===== src/rtl/float_mult16.sv =====
// float_mult16: registered IEEE-754 binary16 multiplier, round to nearest even, one-cycle latency
module float_mult16 (
  input  logic        clk,
  input  logic        rst_n,
  input  logic        in_valid,
  input  logic [15:0] floatA,
  input  logic [15:0] floatB,
  output logic        out_valid,
  output logic [15:0] product
);
  logic               signA, signB, signR;
  logic [4:0]         expA, expB, effA, effB;
  logic [9:0]         fracA, fracB;
  logic               nanA, nanB, infA, infB, zeroA, zeroB;
  logic [10:0]        sigA, sigB;
  logic [21:0]        rawProd, normProd, shifted;
  logic [4:0]         lead;
  logic signed [7:0]  expNorm, expFinal;
  logic [5:0]         denormShift;
  logic               lostBits, guardBit, roundBit, stickyBit, roundUp;
  logic [10:0]        mant;
  logic [11:0]        rounded;
  logic [15:0]        finite, result;

  assign {signA, expA, fracA} = floatA;
  assign {signB, expB, fracB} = floatB;
  assign signR = signA ^ signB;
  assign nanA  = &expA && |fracA;
  assign nanB  = &expB && |fracB;
  assign infA  = &expA && ~|fracA;
  assign infB  = &expB && ~|fracB;
  assign zeroA = ~|expA && ~|fracA;
  assign zeroB = ~|expB && ~|fracB;
  // subnormals lack the hidden one but share the exponent of the smallest normal
  assign sigA  = {|expA, fracA};
  assign sigB  = {|expB, fracB};
  assign effA  = |expA ? expA : 5'd1;
  assign effB  = |expB ? expB : 5'd1;
  assign rawProd = 22'(sigA) * 22'(sigB);

  // leading-one position of the raw 22-bit significand product
  always_comb begin
    lead = 5'd0;
    for (int i = 0; i < 22; i++) if (rawProd[i]) lead = 5'(i);
  end

  // normalize so the leading one sits at bit 21, then denormalize, round and pack
  always_comb begin
    normProd    = rawProd << (5'd21 - lead);
    expNorm     = 8'(effA) + 8'(effB) + 8'(lead) - 8'd35;
    denormShift = expNorm <= 8'sd0 ? 6'(8'sd1 - expNorm) : 6'd0;
    shifted     = normProd >> denormShift;
    lostBits    = |(normProd & ~({22{1'b1}} << denormShift));
    mant        = shifted[21:11];
    guardBit    = shifted[10];
    roundBit    = shifted[9];
    stickyBit   = |shifted[8:0] || lostBits;
    roundUp     = guardBit && (roundBit || stickyBit || mant[0]);
    rounded     = {1'b0, mant} + 12'(roundUp);
    expFinal    = expNorm + 8'(rounded[11]);
    finite      = expNorm <= 8'sd0 ? {signR, 4'd0, rounded[10:0]} :
                  expFinal >= 8'sd31 ? {signR, 5'h1F, 10'd0} :
                  {signR, expFinal[4:0], rounded[9:0]};
    result      = nanA || nanB ? 16'h7E00 :
                  (infA && zeroB) || (infB && zeroA) ? 16'h7E00 :
                  infA || infB ? {signR, 5'h1F, 10'd0} :
                  zeroA || zeroB ? {signR, 15'd0} : finite;
  end

  // output register: capture a product per accepted pair, hold otherwise
  always_ff @(posedge clk) begin
    if (!rst_n) begin
      product   <= 16'h0000;
      out_valid <= 1'b0;
    end else begin
      out_valid <= in_valid;
      if (in_valid) product <= result;
    end
  end
endmodule


===== config.mk =====
export PLATFORM = sky130hd
export DESIGN_NAME = float_mult16
export DESIGN_NICKNAME = d
export VERILOG_FILES = /design/src/rtl/float_mult16.sv
export SDC_FILE = /design/constraint.sdc
export NUM_CORES = 1
export LEC_CHECK = 0
export BUFFER_PORTS_ARGS = -buffer_cell sky130_fd_sc_hd__clkbuf_2
export CAP_MARGIN = 0
export CORE_MARGIN = 1.5
export CORE_UTILIZATION = 50
export CTS_BUF_LIST = sky130_fd_sc_hd__clkbuf_16
export DETAILED_ROUTE_END_ITERATION = 12
export PLACE_DENSITY = 0.76
export SLEW_MARGIN = 15
export SYNTH_ARGS = -nofsm -noshare
export SYNTH_HDL_FRONTEND = slang
export SYNTH_SLANG_ARGS = --single-unit

===== constraint.sdc =====
create_clock -name clk -period 37.5 [get_ports clk]
set_input_delay 5.625 -clock clk [delete_from_list [all_inputs] [get_ports clk]]
set_output_delay 5.625 -clock clk [all_outputs]
set_load 0.02 [all_outputs]

Yosys cells after proc, flatten, opt, wreduce, memory -nomap -nowiden:

Cells that the tools add are included.

* memories: 0
* bits in writable memories: 0
* register bits: 17
* bits of input ports: 35
* bits in read-only memories: 0
* latch bits: 0

* multiply operators: 1
* div/mod/pow operators: 0
* reductions and logical operators: 28
* muxes and demuxes: 30
* bitwise operators: 3
* shift-type cells: 3
* add/sub/neg operators: 7
* equal/unequal tests: 0
* $lt $le $gt $ge: 2

Operators with widths (count)
* $mux 5: 22
* $mux 15: 4
* $mux 16: 2
* $and 22x22->22: 1
* $mul 11x11->22: 1
* $not 22->22: 1
* $reduce_or 22->1: 1
* $shl 22x5->22: 1
* $shl 22x6->22 const A: 1
* $shr 22x6->22: 1
* $reduce_or 10->1: 2
* $add 11x1->12: 1
* $reduce_and 5->1: 2
* $reduce_or 5->1: 2
* $logic_and 1x1->1: 9
* $reduce_or 9->1: 1
* $add 8x1->8: 1
* $ge 8x6->1 const B: 1
* $le 8x1->1 const B: 1
* $sub 7x6->8 const B: 1
* $add 6x5->7: 1
* $logic_or 1x1->1: 7
* $add 5x5->6: 1
* $mux 6: 1
* 5 further kinds: 8

Longest topological paths before layout:

Gate-level depths: netlist (run 1).

* depth after elaboration: 44
* depth in mapped cells: 64
* mapped depth without buffers: 59

Worst setup path after synthesis (run 1):

No wires, ideal clock.

* path type: input -> register
* start: in floatA[13]
* end: reg product[5]
* arrival time: 18.406 ns
* setup slack: 19.032 ns
* stages: 64
* library setup time: 0.062 ns
* cell sequence: nor3_1 nand2_1 clkbuf_1 nand2_1 fa_1 inv_1 fa_1 inv_1 fa_1 inv_1 fa_1 inv_1 fa_1 inv_1 ha_1 buf_4 a21oi_1 o21ai_0 (+28 left out) nand3_1 nor4_1 ha_1 ha_1 xnor2_1 nand3_1 nor2_1 mux2i_1 o21ai_0 a22oi_1 inv_1 a221o_1 a211oi_1 nor2b_1 and3_1 nand2_1 or4_1 nand3_1

* word-level cells in the longest chain between the ends: 35
* elaborated cells on any way between the ends: 53
* classes of those cells: add/sub: 7; mul: 1; order compare: 2; shift: 3; mux: 20; bitwise: 2; reduce/logical: 18

RTL lines
* from (decl): RTL line 6 `input logic [15:0] floatA,`
* $reduce_or 5->1: RTL line 32, 35, 37
* $mul 11x11->22: RTL line 39 `assign rawProd = 22'(sigA) * 22'(sigB);`
* $mux 5 (12 in a row): RTL line 44 `for (int i = 0; i < 22; i++) if (rawProd[i]) lead = 5'(i);`
* $add 6x5->7: RTL line 50 `expNorm = 8'(effA) + 8'(effB) + 8'(lead) - 8'd35;`
* $sub 7x6->8: RTL line 50
* $le 8x1->1 or $sub 2x6->6 (tied branches): RTL line 51, 61
* $mux 6: RTL line 51 `denormShift = expNorm <= 8'sd0 ? 6'(8'sd1 - expNorm) : 6'd0;`
* $shl 22x6->22: RTL line 53 `lostBits = |(normProd & ~({22{1'b1}} << denormShift));`
* (+8 left out)
* $add 8x1->8: RTL line 60 `expFinal = expNorm + 8'(rounded[11]);`
* $ge 8x6->1: RTL line 62 `expFinal >= 8'sd31 ? {signR, 5'h1F, 10'd0} :`
* $mux 15: RTL line 62
* $mux 15: RTL line 61 `finite = expNorm <= 8'sd0 ? {signR, 4'd0, rounded[10:0]} :`
* $mux 15: RTL line 67 `zeroA || zeroB ? {signR, 15'd0} : finite;`
* $mux 15: RTL line 66 `infA || infB ? {signR, 5'h1F, 10'd0} :`
* $mux 16: RTL line 65 `(infA && zeroB) || (infB && zeroA) ? 16'h7E00 :`
* $mux 16 *: RTL line 64 `result = nanA || nanB ? 16'h7E00 :`
* to (signal assigned): RTL line 77 `if (in_valid) product <= result;`
* to (decl): RTL line 9 `output logic [15:0] product`

Every way passes the cells marked *; elsewhere a longest branch is shown, timed or not.
A chain may end at the register's enable or synchronous reset.

Worst setup path in the final report (run 1):

* start: in floatB[13]
* end: reg product[5]

* word-level cells in the longest chain between the ends: 35
* elaborated cells on any way between the ends: 53
* classes of those cells: add/sub: 7; mul: 1; order compare: 2; shift: 3; mux: 20; bitwise: 2; reduce/logical: 18

RTL lines
* from (decl): RTL line 7 `input logic [15:0] floatB,`
* $reduce_or 5->1: RTL line 33, 36, 38
* $mul 11x11->22: RTL line 39
* $mux 5 (12 in a row): RTL line 44
* $add 6x5->7: RTL line 50
* $sub 7x6->8: RTL line 50
* $le 8x1->1 or $sub 2x6->6 (tied branches): RTL line 51, 61
* $mux 6: RTL line 51
* $shl 22x6->22: RTL line 53
* (+8 left out)
* $add 8x1->8: RTL line 60
* $ge 8x6->1: RTL line 62
* $mux 15: RTL line 62
* $mux 15: RTL line 61
* $mux 15: RTL line 67
* $mux 15: RTL line 66
* $mux 16: RTL line 65
* $mux 16 *: RTL line 64

Marked as above.

==> impl_results.md, run 1 <==
* PostCTS Resize Cnt at 0
* Multi-input gate area in the final layout at 0.008265 sq mm
* Slew @ Worst Pin at 1.093 ns
* Ratio of cells with drive above 1 in the final layout at 0.1063
* Post-synthesis register bit count at 17
* Synth cell types at 110
* Remaining Overflow, GRT at 0
* Setup tns final at 0 ns
* Top cell type's share of synthesized area at 0.1795
* Die Y-Extent at 140.7 um
* Worst EP required at 37.69 ns
* TritonRoute pass-1 iters at 6
* Crit-path max FO at 30
* Syn Nets at 1,468
* Initial antenna violation count at 0
* Area delta synth->final at 3.590%
* Min Tclk post-route at 20.81 ns
* Ys flop type: dfxtp_1
* Inserted Clock Buffers at 3
* Max_slew headroom at 0.2699
* Global-route wire length before repair at 48,050 um
* Dpl cells at 1,491
* RD Place Congestion at 0.9406
* Largest area contributor in the netlist: fa_1
* Max-cap viol count at 0
* IO buf count at 51
* Pin count of the biggest net entering global routing at 31
* Most frequent cell after synthesis: inv_1
* Critical path depth in cells at 59
* CP arrival at 21.00 ns
* Post-Syn Area per Cell at 7.459 sq um
* Die W at 140.7 um
* Buffer depth of the longest clock path at 2
* Root Driver: clkbuf_16
* Die area at 0.01980 sq mm
* Initial DRC Count at 1,003
* Via/cell ratio at 6.555
* Top Family by Delay on Critical Path: simple AND/OR/NAND/NOR gates
* Crit Path Class: in2reg
* Sequential fraction of the synthesis area at 0.03590
* Fill count at 1,761
* Register area at 340.3 sq um
* Synth Cell Area at 0.009480 sq mm
* Number of flops mapped to enable cells by yosys at 0
* Crit end category: register
* Total track usage at 0.2947
* Final Routed Wirelength at 28,830 um
* DR DRC count at 0
* Slew Viols, Final at 0
* Synth warn at 0
* Clock Latency Late Sink at 0.25 ns
* Buf/Inv on CP at 10
* Layout Cells excl Fill at 1,495
* HP Class: reg2reg
* Slowest stage delay, CP at 0.86 ns
* Wire per inst at 19.28 um
* Status: finished, final reports clean
* CP Launch Type: input pin
* Post-CTS Repair Setup Buffers at 0
* R2R cell count at 5
* Rows at 50
* Period utilization at 0.5549
* FF-to-FF Start: product[0]
* Post-DP HPWL at 22,760 um
* Final Skew at 0 ns
* Vias at 9,799
* Asr flop ratio synth at 0
* Clock transition at path regs at 0.05 ns
* N_diodes at 0
* Most common library cells after synthesis: inv_1, nand2_1, and2_1, fa_1, nor2_1
* Cells after synthesis at 1,271
* Sink Count at 17
* CTS tree: done
* Hold Crit Depth at 2
* Slowest cell on crit path: nand2_1
* Vias in the first global route at 9,555
* FMAX at 48.05 MHz
* Hold_sp: product[5]
* Starting Density at 0.5085
* Final net count at 1,459
* RSZ-0062 raised after global routing: false
* Setup ws final at 16.69 ns
* Post-CTS Hold Fix Bufs at 0
* DRT antenna net count at 0
* CORE AREA at 0.01864 sq mm
* Worst Setup SP: floatB[13]
* Worst slack, placed at 16.78 ns
* CTS H-tree depth at 1
* IO Count at 52
* Endpoints failing setup at 0
* Synth top area cells: fa_1, ha_1, and2_1, inv_1, nand2_1
* Final Hold Fails at 0
[metal layers]
| metal | share of wire | track usage | up-vias |
|---|---|---|---|
| met5 | 0 | 0 | - |
| met4 | 0.030 | 0.09430 | 0 |
| met3 | 0.10 | 0.04959 | 95 |
| met2 | 0.43 | 0.4605 | 591 |
| met1 | 0.43 | 0.4145 | 4602 |
| li1 | - | - | 4511 |
[cell families (layout without fill, tap and decap cells)]
logic type      Yosys count  in the layout  synth area share
compound gates          364            364            0.2857
mux                      17             17           0.01940
flops                    17             17           0.03590
fa+ha+maj               162            162            0.2811
simple gates            462            462            0.2542
buf+inv                 215            205           0.09225
xor+xnor                 34             34           0.03141
[state kept, by name (all words and copies together), names as in the netlist]
signal / flops
product: 16
out_valid: 1
[final cells by class]
type / count / share of cell area
multi-input combinational: 1039 / 0.8416
inverter: 144 / 0.05529
sequential: 17 / 0.03465
timing repair buffer: 57 / 0.03058
tap: 234 / 0.02981
clock buffer: 3 / 0.007644
clock inverter: 1 / 0.0003822
[metrics by stage]
stage | hold WS [ns] | area, sq um | util
after detailed placement | 0.4544 | 9742 | 0.5226
after global placement | 0.4535 | 9742 | 0.5226
after CTS | 0.4671 | 9821 | 0.5268
after floorplan | 0.5480 | 9480 | -
final | 0.4615 | 9821 | 0.5268
after global routing | 0.4881 | 9821 | 0.5268
[tightest hold or removal path, stage by stage, from the launching register on]
cell,delay [ns]
dfxtp_1,0.32
nand2_1,0.05
nand3_1,0.06
[cells in the final DEF (no fill, tap or decap), types with 20 or more instances in the layout]
cell type	netlist	routed
nand3_1	45	45
a21oi_1	66	66
nand2_1	124	124
clkbuf_2	1	51
and2_1	86	86
nor2_1	79	79
inv_1	142	143
ha_1	77	77
nand4_1	20	20
fa_1	85	85
xnor2_1	23	23
o211ai_1	22	22
nor3_1	26	26
o21ai_0	58	58
[final timing paths]
kind / to / slack (ns)
setup reg to reg: product[0] / 36.22
hold reg to reg: product[5] / 0.46
hold / removal: product[5] / 0.46
setup / recovery: product[5] / 16.69
Power of run 1 is left out: the tool's default activity adds up to more than one toggle a clock period on the data nets, which glitch-free logic cannot reach.
==> run 2, diff against run 1 <==
ABC_AREA = 1   (was default)
PLACE_DENSITY = 0.79   (was 0.76)
clock period = 17.89 ns   (was 37.5 ns; I/O delays follow)
==> run 2 against run 1 <==
- first-iteration DRC count is 19% lower
- register-to-register slack lost 19 ns
- setup slack got worse by 14 ns
- core utilization is 0.63 points higher
- synthesized cell count grew 15%
- critical path depth up 7
- hold slack improved by 0.0074 ns
- cell area is 6.1% lower
- critical endpoint is now product[3]
- largest cell class unchanged
==> impl_results.md, run 2 <==
* Largest area contributor in the netlist: nand2_1 (was fa_1)
* Area delta synth->final at 4.421% (was 3.590%)
* IO buf count at 51 (unchanged)
* Synth top area cells: nand2_1, fa_1, inv_1, ha_1, nand3_1 (was fa_1, ha_1, and2_1, inv_1, nand2_1)
* Post-CTS Hold Fix Bufs at 0 (unchanged)
* Hold_sp: product[6] (was product[5])
* Crit end category: register (unchanged)
* Post-CTS Repair Setup Buffers at 0 (unchanged)
* Synth cell types at 62 (was 110)
* R2R cell count at 2 (was 5)
* Register-to-register setup slack at 17.24 ns (was 36.22 ns)
* Period utilization at 0.8703
* Slowest stage delay, CP at 0.58 ns (was 0.86 ns)
* N_diodes at 0 (unchanged)
* Buffer depth of the longest clock path at 2 (unchanged)
* Final net count at 1,673 (was 1,459)
* HP Class: reg2reg (unchanged)
* Syn Nets at 1,665 (was 1,468)
* Sink Count at 17 (unchanged)
* Most frequent cells in the layout: nand2_1, inv_1, nand3_1 (was inv_1, nand2_1, and2_1)
* Post-Syn Area per Cell at 6.015 sq um (was 7.459 sq um)
* RD Place Congestion at 0.9620 (was 0.9406)
* Vias in the first global route at 8,896 (was 9,555)
* Layout Cells excl Fill at 1,700 (was 1,495)
* Most common library cells after synthesis: nand2_1, inv_1, nand3_1, fa_1, ha_1 (was inv_1, nand2_1, and2_1, fa_1, nor2_1)
* Initial DRC Count at 813 (was 1,003)
* TritonRoute pass-1 iters at 8 (was 6)
* Max-cap viol count at 0 (unchanged)
* Post-synthesis register bit count at 17 (unchanged)
* Crit Path Class: in2reg (unchanged)
* Die W at 135.9 um (was 140.7 um)
* Root Driver: clkbuf_16 (unchanged)
* Worst EP required at 18.06 ns (was 37.69 ns)
* Setup tns final at 0 ns (unchanged)
* Number of flops mapped to enable cells by yosys at 0 (unchanged)
* Register with the most flip-flops: product (unchanged)
* Vias at 9,290 (was 9,799)
* DR DRC count at 0 (unchanged)
* Slowest cell on crit path: fa_1 (was nand2_1)
* Min Tclk post-route at 15.57 ns
* CP Launch Type: input pin (unchanged)
* Global-route wire length before repair at 40,980 um (was 48,050 um)
* Dpl cells at 1,696 (was 1,491)
* Pin count of the biggest net entering global routing at 26 (was 31)
* Rows at 48 (was 50)
* CORE AREA at 0.01730 sq mm (was 0.01864 sq mm)
* Starting Density at 0.5105 (was 0.5085)
* FMAX at 64.23 MHz
* Ys flop type: dfxtp_1 (unchanged)
* IO Count at 52 (unchanged)
* Die area at 0.01847 sq mm (was 0.01980 sq mm)
* Top flop regs: product: 16 flops, out_valid: 1 flops (unchanged)
* Initial antenna violation count at 0 (unchanged)
* Cells after synthesis at 1,468 (was 1,271)
* RSZ-0062 raised after global routing: false (unchanged)
* CTS tree: done (unchanged)
* PostCTS Resize Cnt at 0 (unchanged)
* Largest register FFs at 16 (unchanged)
* Crit-path max FO at 25 (was 30)
* DRT antenna net count at 0 (unchanged)
* Asr flop ratio synth at 0 (unchanged)
* Top cell type's share of synthesized area at 0.1939 (was 0.1795)
* CP arrival at 15.74 ns (was 21.00 ns)
* Register area at 340.3 sq um (unchanged)
* Hold Crit Depth at 2 (unchanged)
* Hold path endpoint: product[6] (was product[5])
* Slew @ Worst Pin at 0.7394 ns (was 1.093 ns)
* Sequential fraction of the synthesis area at 0.03854 (was 0.03590)
* CTS H-tree depth at 1 (unchanged)
* Multi-input gate area in the final layout at 0.007084 sq mm (was 0.008265 sq mm)
* Slew Viols, Final at 0 (unchanged)
* Inserted Clock Buffers at 3 (unchanged)
* Status: finished, final reports clean (unchanged)
* Wire per inst at 14.09 um (was 19.28 um)
* Total track usage at 0.2682 (was 0.2947)
* Final Skew at 0 ns (unchanged)
* Synth Cell Area at 0.008830 sq mm (was 0.009480 sq mm)
* Synth warn at 0 (unchanged)
* Final Hold Fails at 0 (unchanged)
* Fill count at 1,748 (was 1,761)
* Endpoints failing setup at 0 (unchanged)
* Commonest non-fill, non-tap cell in the layout: nand2_1 (was inv_1)
* Ratio of cells with drive above 1 in the final layout at 0.08339 (was 0.1063)
* Most used cell, CP: inv_1
* Post-DP HPWL at 19,380 um (was 22,760 um)
* Clock Latency Late Sink at 0.24 ns (was 0.25 ns)
* Final Routed Wirelength at 23,950 um (was 28,830 um)
* Reg2reg end: product[13] (was product[0])
* Via/cell ratio at 5.465 (was 6.555)
* FF-to-FF Start: product[13] (was product[0])
* Clock transition at path regs at 0.05 ns (about the same)
* Remaining Overflow, GRT at 0 (unchanged)
* Die Y-Extent at 135.9 um (was 140.7 um)
* Max_slew headroom at 0.5065 (was 0.2699)
* Most frequent cell after synthesis: nand2_1 (was inv_1)
[run 2: cell count changes after synthesis, moves of 19 or more]
cell and delta:
o21ai_0 -26, a21oi_1 -21, and2_1 -83, inv_1 +146, nand2_1 +332, nor2_1 -19
o211ai_1 -20, nand3_1 +146, xnor2_1 -19
[run 2: cell type report]
| class | instances | area share |
|---|---|---|
| Timing Repair Buffer | 55 | 0.03094 |
| Sequential cell | 17 | 0.03691 |
| Multi-Input combinational cell | 1093 | 0.7684 |
| Tap cell | 225 | 0.03053 |
| Inverter | 306 | 0.1246 |
| Clock buffer | 3 | 0.008142 |
| Clock inverter | 1 | 0.0005428 |
[run 2: cells by family after synthesis]
group	synth area share
compound gates	0.07907
xor+xnor	0.01871
fa+ha+maj	0.3018
buf+inv	0.1591
flops	0.03854
simple gates	0.4027
[run 2: worst max-delay path by stage]
stage / slack, ns / depth (start not counted) / to / start
after floorplan: 4.32 / 69 / product[2] / floatA[13]
after global placement: 2.54 / 69 / product[2] / floatA[13]
after detailed placement: 2.22 / 69 / product[3] / floatA[13]
after CTS: 2.44 / 69 / product[3] / floatA[13]
after global routing: 1.18 / 71 / product[5] / floatB[13]
final: 2.32 / 66 / product[3] / floatA[13]
[run 2: metal layers]
metal,share of wire,GRT usage,up-vias
li1,-,-,4596
met5,0,0,-
met2,0.45,0.4512,368
met4,0.016,0.04905,0
met1,0.46,0.3823,4282
met3,0.072,0.01790,44
[run 2: critical path: cells and delay by family]
kind	cells	cell delay [ns]
xor+xnor	2	0.50
buf+inv	17	2.12
simple gates	26	3.66
compound gates	9	2.08
fa+ha+maj	12	4.65
[run 2: per-stage QoR]
step | hold slack, ns | worst slack [ns] | cell area (sq um) | util
6_report | 0.4689 | 2.321 | 9220 | 0.5331
2_1_floorplan | 0.5450 | 4.318 | 8830 | -
4_1_cts | 0.4675 | 2.444 | 9220 | 0.5331
3_5_place_dp | 0.4594 | 2.216 | 9140 | 0.5284
5_1_grt | 0.4742 | 1.184 | 9220 | 0.5331
3_3_place_gp | 0.4530 | 2.544 | 9140 | 0.5284
Power of run 2 is left out for the same reason.
==> run 3, diff against run 2 <==
BUFFER_PORTS_ARGS = -buffer_cell sky130_fd_sc_hd__buf_4   (was -buffer_cell sky130_fd_sc_hd__clkbuf_2)
==> run 3 against run 2 <==
- first-iteration DRC count increased by 14%
- sequential share of layout area about the same
- highest routed layer unchanged
- core utilization increased by 0.73 points
- maximum frequency decreased by 0.71%
- clock skew unchanged
==> impl_results.md, run 3 (synthesis gave the netlist of run 2 again) <==
* Sink Count at 17 (unchanged)
* FMAX at 63.77 MHz (was 64.23 MHz)
* Clock Latency Late Sink at 0.24 ns (about the same)
* Hold path endpoint: product[1] (was product[6])
* Remaining Overflow, GRT at 0 (unchanged)
* Period utilization at 0.8765 (was 0.8703)
* Hold Crit Depth at 2 (unchanged)
* Pin count of the biggest net entering global routing at 26 (unchanged)
* Commonest non-fill, non-tap cell in the layout: nand2_1 (unchanged)
* Top flop regs: product: 16 flops, out_valid: 1 flops (unchanged)
* Slowest stage delay, CP at 0.58 ns (about the same)
* Area delta synth->final at 5.852% (was 4.421%)
* Global-route wire length before repair at 41,830 um (was 40,980 um)
* RD Place Congestion at 0.9520 (was 0.9620)
* Worst EP required at 18.06 ns (about the same)
* Largest register FFs at 16 (unchanged)
* Final Skew at 0 ns (unchanged)
* PostCTS Resize Cnt at 0 (unchanged)
* N_diodes at 0 (unchanged)
* IO Count at 52 (unchanged)
* Root Driver: clkbuf_16 (unchanged)
* Worst slack, placed at 2.147 ns (was 2.216 ns)
* Reg2reg end: product[9] (was product[13])
* Max_slew headroom at 0.4903 (was 0.5065)
* Die W at 135.9 um (unchanged)
* Slew Viols, Final at 0 (unchanged)
* Rows at 48 (unchanged)
* Register with the most flip-flops: product (unchanged)
* HP Class: reg2reg (unchanged)
* Post-CTS Hold Fix Bufs at 0 (unchanged)
* Die Y-Extent at 135.9 um (unchanged)
* Slowest cell on crit path: fa_1 (unchanged)
* Buffer depth of the longest clock path at 2 (unchanged)
* Crit end category: register (unchanged)
* Endpoints failing setup at 0 (unchanged)
* Slew @ Worst Pin at 0.7638 ns (was 0.7394 ns)
* Hold_ws at 0.4631 ns (was 0.4689 ns)
* CTS tree: done (unchanged)
* DRT antenna net count at 0 (unchanged)
* Clock transition at path regs at 0.05 ns (about the same)
* TritonRoute pass-1 iters at 5 (was 8)
* Final Routed Wirelength at 24,140 um (was 23,950 um)
* CORE AREA at 0.01730 sq mm (unchanged)
* Register-to-register setup slack at 17.19 ns (was 17.24 ns)
* Status: finished, final reports clean (unchanged)
* DR DRC count at 0 (unchanged)
* Ratio of cells with drive above 1 in the final layout at 0.08271 (was 0.08339)
* Initial DRC Count at 930 (was 813)
* Hold_sp: product[1] (was product[6])
* RSZ-0062 raised after global routing: false (unchanged)
* Setup ws final at 2.210 ns (was 2.321 ns)
* Most frequent cells in the layout: nand2_1, inv_1, nand3_1 (unchanged)
* Wire per inst at 14.20 um (was 14.09 um)
* CP Launch Type: input pin (unchanged)
* FF-to-FF Start: product[9] (was product[13])
* Via/cell ratio at 5.427 (was 5.465)
* Starting Density at 0.5105 (unchanged)
* Vias at 9,226 (was 9,290)
* Inserted Clock Buffers at 3 (unchanged)
* Layout Cells excl Fill at 1,700 (unchanged)
* Setup tns final at 0 ns (unchanged)
* Final Hold Fails at 0 (unchanged)
* Crit-path max FO at 25 (unchanged)
* Dpl cells at 1,696 (unchanged)
* Final net count at 1,673 (unchanged)
* Initial antenna violation count at 0 (unchanged)
* Total track usage at 0.2744 (was 0.2682)
* R2R cell count at 2 (unchanged)
* Crit Path Class: in2reg (unchanged)
* Post-DP HPWL at 19,490 um (was 19,380 um)
* IO buf count at 51 (unchanged)
* Min Tclk post-route at 15.68 ns (was 15.57 ns)
* CTS H-tree depth at 1 (unchanged)
* Most used cell, CP: inv_1 (unchanged)
* Vias in the first global route at 8,987 (was 8,896)
* Max-cap viol count at 0 (unchanged)
* Die area at 0.01847 sq mm (unchanged)
* CP arrival at 15.85 ns (was 15.74 ns)
* Post-CTS Repair Setup Buffers at 0 (unchanged)
[run 3: cell types whose count changed in the layout (fill, tap and decap cells not counted), sizes merged]
cell / previous run / this run
buf: 4 / 55
inv: 302 / 303
clkinv: 5 / 4
clkbuf: 54 / 3
[run 3: critical path: cells and delay by family]
kind,cells,cell delay [ns]
simple gates,30,4.02
compound gates,8,1.85
xor+xnor,2,0.52
fa+ha+maj,12,4.64
buf+inv,17,2.14
[run 3: area by class of cell]
| cell class | count | area, sq um |
|---|---|---|
| clock inverter | 1 | 3.754 |
| fill | 1699 | 7950 |
| multi-input combinational | 1093 | 7084 |
| inverter | 306 | 1149 |
| tap | 225 | 281.5 |
| timing repair buffer | 55 | 412.9 |
| clock buffer | 3 | 75.07 |
| sequential | 17 | 340.3 |
[run 3: layer usage]
layer / vias up / global-route usage / part of all wire
li1: 4580 / - / -
met2: 384 / 0.4588 / 0.45
met5: - / 0 / 0
met1: 4227 / 0.3960 / 0.46
met3: 35 / 0.01641 / 0.078
met4: 0 / 0.04669 / 0.012
[run 3: metrics by stage]
stage / util / area [sq um]
after floorplan: - / 8830
after global placement: 0.5358 / 9268
after detailed placement: 0.5358 / 9268
after CTS: 0.5404 / 9346
after global routing: 0.5404 / 9346
final: 0.5404 / 9346
[run 3: worst max path at each step]
stage	cells after the start	slack, ns	start	to
3_3_place_gp	69	2.53	floatB[13]	product[3]
3_5_place_dp	69	2.15	floatA[13]	product[3]
4_1_cts	69	2.36	floatA[13]	product[7]
5_1_grt	71	1.02	floatB[11]	product[5]
6_report	69	2.21	floatA[13]	product[7]
2_1_floorplan	69	4.32	floatA[13]	product[2]
Power of run 3 is left out for the same reason.
